[src/rtl/uim_fuse_loader_if.sv]
// Bit-serial fuse stream with valid/ready handshake between a fuse source and the UIM loader.
interface uim_fuse_loader_if;
    logic fuse_bit;
    logic fuse_valid;
    logic fuse_ready;

    modport master (
        output fuse_bit,
        output fuse_valid,
        input  fuse_ready
    );

    modport slave (
        input  fuse_bit,
        input  fuse_valid,
        output fuse_ready
    );
endinterface

[src/rtl/uim_fuse_loader.sv]
// Serial UIM fuse loader: assembles an LSB-first stream in a shadow register, checks an
// even-parity trailer and atomically commits the result to the uim_mux select bus.
module uim_fuse_loader #(
    parameter int unsigned NUM_UIM = 40,
    parameter int unsigned MUX_W   = 5
) (
    input  logic                       clk,
    input  logic                       reset,
    input  logic                       start,
    uim_fuse_loader_if.slave           fuse,
    output logic [NUM_UIM*MUX_W-1:0]   uim_mux_bus,
    output logic                       config_valid,
    output logic                       busy,
    output logic                       error
);

    localparam int unsigned N  = NUM_UIM * MUX_W;
    localparam int unsigned CW = $clog2(N + 1);

    typedef enum logic [2:0] {
        ST_IDLE,
        ST_LOAD,
        ST_PARITY,
        ST_DONE,
        ST_ERROR
    } state_t;

    state_t          state_q, state_d;
    logic [N-1:0]    shadow_q, shadow_d;
    logic [CW-1:0]   cnt_q, cnt_d;
    logic            par_q, par_d;
    logic [N-1:0]    bus_q, bus_d;
    logic            cfg_q, cfg_d;
    logic            err_q, err_d;
    logic            loading;

    always_ff @(posedge clk or posedge reset) begin
        if (reset) begin
            state_q  <= ST_IDLE;
            shadow_q <= '0;
            cnt_q    <= '0;
            par_q    <= 1'b0;
            bus_q    <= '1;
            cfg_q    <= 1'b0;
            err_q    <= 1'b0;
        end else begin
            state_q  <= state_d;
            shadow_q <= shadow_d;
            cnt_q    <= cnt_d;
            par_q    <= par_d;
            bus_q    <= bus_d;
            cfg_q    <= cfg_d;
            err_q    <= err_d;
        end
    end

    always_comb begin
        state_d  = state_q;
        shadow_d = shadow_q;
        cnt_d    = cnt_q;
        par_d    = par_q;
        bus_d    = bus_q;
        cfg_d    = cfg_q;
        err_d    = err_q;

        // start wins over everything, including a bit offered in the same cycle
        if (start) begin
            state_d  = ST_LOAD;
            shadow_d = '0;
            cnt_d    = '0;
            par_d    = 1'b0;
            cfg_d    = 1'b0;
            err_d    = 1'b0;
        end else begin
            case (state_q)
                ST_LOAD: begin
                    if (fuse.fuse_valid) begin
                        for (int unsigned i = 0; i < N; i++) begin
                            if (CW'(i) == cnt_q) begin
                                shadow_d[i] = fuse.fuse_bit;
                            end
                        end
                        cnt_d = cnt_q + CW'(1);
                        par_d = par_q ^ fuse.fuse_bit;
                        if (cnt_q == CW'(N - 1)) begin
                            state_d = ST_PARITY;
                        end
                    end
                end
                ST_PARITY: begin
                    if (fuse.fuse_valid) begin
                        if ((par_q ^ fuse.fuse_bit) == 1'b0) begin
                            bus_d   = shadow_q;
                            cfg_d   = 1'b1;
                            state_d = ST_DONE;
                        end else begin
                            err_d   = 1'b1;
                            state_d = ST_ERROR;
                        end
                    end
                end
                default: begin
                end
            endcase
        end
    end

    assign loading         = (state_q == ST_LOAD) || (state_q == ST_PARITY);
    assign busy            = loading;
    assign fuse.fuse_ready = loading;
    assign uim_mux_bus     = bus_q;
    assign config_valid    = cfg_q;
    assign error           = err_q;

endmodule

[src/flat_wrapper.sv]
// flat-port wrapper written by rule: the top's interface ports become plain ports
module uim_fuse_loader_flat 
#(
    parameter int unsigned NUM_UIM = 40,
    parameter int unsigned MUX_W   = 5
)
  (clk, reset, start, uim_mux_bus, config_valid, busy, error, fuse_fuse_bit, fuse_fuse_valid, fuse_fuse_ready);
  uim_fuse_loader_if fuse_i ();
  input  logic clk;
  input  logic reset;
  input  logic start;
  output logic [NUM_UIM*MUX_W-1:0] uim_mux_bus;
  output logic config_valid;
  output logic busy;
  output logic error;
  input wire logic [$bits(fuse_i.fuse_bit)-1:0] fuse_fuse_bit;
  input wire logic [$bits(fuse_i.fuse_valid)-1:0] fuse_fuse_valid;
  output wire logic [$bits(fuse_i.fuse_ready)-1:0] fuse_fuse_ready;
  assign fuse_i.fuse_bit = fuse_fuse_bit;
  assign fuse_i.fuse_valid = fuse_fuse_valid;
  assign fuse_fuse_ready = fuse_i.fuse_ready;
  uim_fuse_loader #(.NUM_UIM(NUM_UIM), .MUX_W(MUX_W)) u_core (.clk(clk), .reset(reset), .start(start), .fuse(fuse_i), .uim_mux_bus(uim_mux_bus), .config_valid(config_valid), .busy(busy), .error(error));
endmodule
[config.mk]
export PLATFORM = sky130hd
export DESIGN_NAME = uim_fuse_loader_flat
export DESIGN_NICKNAME = d
export VERILOG_FILES = /design/src/rtl/uim_fuse_loader_if.sv /design/src/rtl/uim_fuse_loader.sv /design/src/flat_wrapper.sv
export SDC_FILE = /design/constraint.sdc
export NUM_CORES = 1
export LEC_CHECK = 0
export BUFFER_PORTS_ARGS = -buffer_cell sky130_fd_sc_hd__buf_2
export CELL_PAD_IN_SITES_DETAIL_PLACEMENT = 0
export CELL_PAD_IN_SITES_GLOBAL_PLACEMENT = 2
export CORE_MARGIN = 8
export CORE_UTILIZATION = 40
export CTS_BUF_LIST = sky130_fd_sc_hd__clkbuf_8
export CTS_CLUSTER_DIAMETER = 80
export CTS_CLUSTER_SIZE = 20
export DETAILED_ROUTE_END_ITERATION = 6
export GPL_TIMING_DRIVEN = 0
export PLACE_DENSITY_LB_ADDON = 0.15
export SYNTH_ARGS = -nofsm -noshare
export SYNTH_HDL_FRONTEND = slang
export SYNTH_SLANG_ARGS = --single-unit
[constraint.sdc]
create_clock -name clk -period 25.7 [get_ports clk]
set_input_delay 1.285 -clock clk [delete_from_list [all_inputs] [get_ports clk]]
set_output_delay 1.285 -clock clk [all_outputs]
set_load 0.1 [all_outputs]
* Word level (Yosys, flattened, before mapping) *
Cells that the tools add are included.

word-level totals
  bits in registers = 414
  bits of input ports = 5
  output and inout bits = 204
  logic and storage cells = 1051

operators by class
  add/sub/neg operators = 1
  equal/unequal tests = 206
  muxes and demuxes = 223
  bitwise gates (word level) = 3
  reductions and logical operators = 412

operators by type and width
  operator               number
  $reduce_and A3 Y1      202
  $mux W200              3
  $eq A8 B8 Y1 const A   72
  $eq A7 B8 Y1 const A   64
  $reduce_bool A2 Y1     204
  $eq A6 B8 Y1 const A   32
  $mux W1                211
  $eq A5 B8 Y1 const A   16
  $eq A4 B8 Y1 const A   8
  $eq A3 B8 Y1 const A   4
  $mux W8                3
  $eq A2 B8 Y1 const A   2
  $mux W3                5
  $add A8 B1 Y8 const B  1
  $eq A1 B8 Y1 const A   1
  $eq A8 B8 Y1 const B   1
  $logic_not A8 Y1       1
  $reduce_and A4 Y1      2
  $ne A3 B3 Y1 const B   2
  $pmux W3 S2            1
  $eq A3 B1 Y1 const B   1
  $eq A3 B2 Y1 const B   1
  $ne A3 B2 Y1 const B   1
  $reduce_bool A3 Y1     1
  5 further kinds        6

* Longest topological paths before layout *
  depth in word-level cells = 5
  mapped depth = 6
  mapped depth without buffers = 5

* Least setup slack after synthesis *
OpenSTA, ideal clock, no wires.

  path type = reg-to-output
  from = reg u_core.state_q[0]
  to = out fuse_fuse_ready
  data arrival time = 2.321 ns
  data required time = 24.415 ns
  setup slack = 22.094 ns
  cell stages (with the launch flop) = 4
  path buffers = 1
  cells stage by stage = dfrtp_1 -> xnor2_1 -> nor2_1 -> buf_4

between the ends
  longest elaborated chain between the ends = 2
  elaborated cells on any way between the ends = 3
  those cells by class = eq/ne: 2; reduce/logical: 1

RTL lines
  item                                                 RTL line                source
  start, declared                                      uim_fuse_loader.sv:28   state_t state_q, state_d;
  start signal, assigned                               uim_fuse_loader.sv:47   state_q <= state_d;
  $eq A3 B1 Y1 / $eq A3 B2 Y1 (equally long branches)  uim_fuse_loader.sv:108  assign loading = (state_q == ST_LOAD) || (state_q == ST_PARITY);
  $logic_or A1 B1 Y1 *                                 uim_fuse_loader.sv:108
  end, declared                                        flat_wrapper.sv:18      output wire logic [$bits(fuse_i.fuse_ready)-1:0] fuse_fuse_ready;

Every way passes the cells marked *; elsewhere a longest branch is shown, timed or not.

* Final worst setup path *
Same ends and word-level chain as after synthesis.

==> summary.md <==
| Metric | Value |
|---|---|
| Area leader, netlist | `dfrtp_1` |
| Crit path capture | `fuse_fuse_ready` |
| Unrepaired setup endpoints after global routing | `no` |
| Layout Cells excl Fill | `2346` |
| Port Buffers | `208` |
| FF+latch count, synth | `~410` |
| Via density | `5.30` |
| Die W | `236 µm` |
| Htree depth | `1` |
| Final worst slack | `roughly 22 ns` |
| CP max stage delay | `0.47 ns` |
| WP buf/inv | `2` |
| Synthesized net count | `about 1500` |
| Yosys Warn Count | `0` |
| Top FF cell, synth | `dfrtp_1` |
| Worst-margin pin slew | `1.20 ns` |
| Number of fill cells | `4455` |
| P&R area growth vs syn | `12.4%` |
| First-pass GRT wire length | `~85 mm` |
| Mapped Cells | `approximately 1500` |
| P per Cell Area | `approximately 47 nW/µm²` |
| Setup crit start kind | `flop` |
| # setup viols final | `0` |
| CP arrival | `approximately 2.1 ns` |
| Synth top area cells | `dfrtp_1, dfstp_2, mux2_4` |
| Total die area | `55600 µm²` |
| Max FO, Critical Path | `7` |
| Crit path cell chain | `xnor2_1, nor2_1, buf_4, buf_2` |
| DR pass1 iterations | `5` |
| Synth Area in Simple Gates | `about an eighth` |
| EDFF count, synth | `0` |
| Crit path kind | `flop to primary output` |
| Max Clock Freq | `a little under 300 MHz` |
| CP startpoint | `u_core.state_q[0]` |
| # hold bufs at CTS | `0` |
| Seq/Total Area, Yosys | `a little over half` |
| Synth Area in Compound Gates | `less than 1%` |
| Synth top area share | `between 20% and 30%` |
| Diode count | `0` |
| Vias post-DR | `approximately 12000` |
| Leakage | `roughly 11 nW` |
| Layout cells sized above 1 | `~42%` |
| Detail Placement HPWL | `roughly 39 mm` |
| Final Cycle Share | `a little over an eighth` |
| Slowest stage cell, crit path | `dfrtp_1` |
| Max-cap violations | `0` |
| Unique masters post-synth | `between 40 and 50` |
| Status | `finished clean` |
| CTS tree | `done` |
| Clock Sinks | `between 400 and 500` |
| Syn Area/Cell | `~13 µm²` |
| RD Place Congestion | `between 0.7 and 0.8` |
| Rel. slew slack | `roughly 20%` |
| Count of pins over their slew limit | `0` |
| Post-CTS setup repair buffer count | `0` |
| Kind of end point of the critical path | `primary output` |
| Finished Cell Area | `approximately 22000 µm²` |
| Main combinational cell family by area after synthesis | `multiplexers` |
| GRT Util Overall | `roughly a fifth` |
| Largest net degree at the start of global routing | `around 130` |
| Clock slew at reported path FFs | `~0.12 ns` |
| Die Y | `between 200 and 250 µm` |
| Final Hold Slack | `about 0.51 ns` |
| Hold Violations, Final | `0` |
| Clk buf depth | `3` |
| Tightest Hold Check Type | `flop to flop` |
| Post-CTS Resized | `0` |
| Placement Cell Area | `roughly 21000 µm²` |
| Critical path depth | `4` |
| Core Util, Final | `a little under half` |
| Drt drc | `0` |
| Grt ovf | `0` |
| Cts bufs inserted | `27` |
| Vias in the first global route | `~13000` |
| FF-to-FF setup slack | `between 20 and 25 ns` |
| Core area | `between 40000 and 50000 µm²` |
| R2r startpoint | `u_core.cnt_q[0]` |
| RR Endpoint | `u_core.shadow_q[156]` |
| DP Cell Count | `2297` |
| Crit path time final | `~3.4 ns` |
| R2R depth | `5` |
| CP Data Required Time | `around 24 ns` |
| Clock Skews | `about 0.032 ns` |
| XOR/XNOR Fraction of Synth Area | `less than 1%` |
| Worst-Skew Late Latency | `approximately 0.64 ns` |
| Adder-cell area share of the yosys netlist | `less than 1%` |
| DR WL/cell | `24.1 µm` |
| Delay-heaviest family, CP | `buffers and inverters` |
| DRT iter0 DRCs | `896` |
| Final nets | `between 1500 and 2000` |
| Root buffer cell | `clkbuf_8` |
| WL final | `around 57 mm` |
| Final Power | `1.03 mW` |
| Antenna violations before repair | `2` |
| Post-synth ARST share | `100%` |
| Initial Utilization | `approximately two fifths` |
| Setup TNS | `0 ns` |
| Worst Hold Depth | `1` |
| Place WS | `approximately 22 ns` |
| Rows | `80` |
| Io pins | `about 210` |
| Mapped cell area | `19300 µm²` |
| Maximum VDD drop | `a little over 0.00003 V` |
| Post-synthesis mux area share | `between 20 and 30%` |
| Detail Route Antenna Nets | `0` |
==> placed cells by master, fill, tap and decap left out, drive strengths merged, types with 2 or more instances in the layout <==
master	Yosys	layout
xnor2	2	2
and3b	9	9
or4	3	3
and2	3	3
a31oi	3	3
nor3b	5	5
inv	8	24
clkinv	1	5
dfrtp	214	214
mux2	200	200
buf	84	295
o21ai	3	3
and3	4	4
nor2b	8	8
or3	3	3
a21oi	9	9
nand3	10	10
o31ai	3	3
and2b	2	2
clkbuf	72	99
nand2	206	206
dfstp	200	200
mux2i	200	200
nand4	195	195
clkinvlp	0	2
ha	5	5
nor2	6	6
==> registers in the layout, indices dropped and copies added, names as in the netlist <==
signal	count
u_core.cnt_q	8
u_core.config_valid	1
u_core.error	1
u_core.par_q	1
u_core.shadow_q	200
u_core.state_q	3
u_core.uim_mux_bus	200
==> synthesized netlist by cell type (all sizes together) (3+ instances only) <==
master and number:
or3 3, dfrtp 214, or4 3, o31ai 3, o21ai 3, and3b 9, nor2b 8, inv 8
and3 4, ha 5, nand4 195, clkbuf 72, nor3b 5, and2 3, nand3 10, a31oi 3
a21oi 9, nand2 206, mux2i 200, buf 84, dfstp 200, mux2 200, nor2 6
==> layout make-up <==
| type | count | area, µm² | area share [%] |
|---|---|---|---|
| sequential | 414 | 10600 | 48.8 |
| multi-input combinational | 892 | 7660 | 35.3 |
| timing repair buffer | 211 | 1120 | 5.17 |
| buffer | 156 | 1030 | 4.74 |
| tap | 615 | 769 | 3.54 |
| clock buffer | 27 | 372 | 1.71 |
| clock inverter | 22 | 126 | 0.581 |
| inverter | 9 | 41.3 | 0.190 |
==> power breakdown <==
part | leakage [nW] | total (mW) | switching, mW | internal [mW]
clock | 0.295 | 0.328 | 0.224 | 0.104
combinational | 5.36 | 0.0468 | 0.0385 | 0.00826
sequential | 5.04 | 0.654 | 0.000844 | 0.654
==> worst min path at each step <==
stage	start	endpoint	slack, ns
after floorplan	u_core.shadow_q[0]	u_core.uim_mux_bus[0]	0.48
after global placement	u_core.shadow_q[78]	u_core.uim_mux_bus[78]	0.49
after detailed placement	u_core.shadow_q[5]	u_core.uim_mux_bus[5]	0.49
after CTS	u_core.shadow_q[165]	u_core.uim_mux_bus[165]	0.52
after global routing	u_core.shadow_q[165]	u_core.uim_mux_bus[165]	0.54
final	u_core.shadow_q[165]	u_core.uim_mux_bus[165]	0.51
==> kinds of logic after synthesis <==
logic type | Yosys count
flops | 414
mux | 400
compound gates | 24
simple gates | 460
xor+xnor | 3
fa+ha+maj | 5
buf+inv | 165
==> routing by layer <==
metal / wire length, µm / track usage, %
met1: 26200 / 27.6
met2: 26400 / 31.9
met3: 2980 / 3.42
met4: 1050 / 4.16
met5: 23 / 0
No activity file was read; power rests on OpenSTA's default activity.
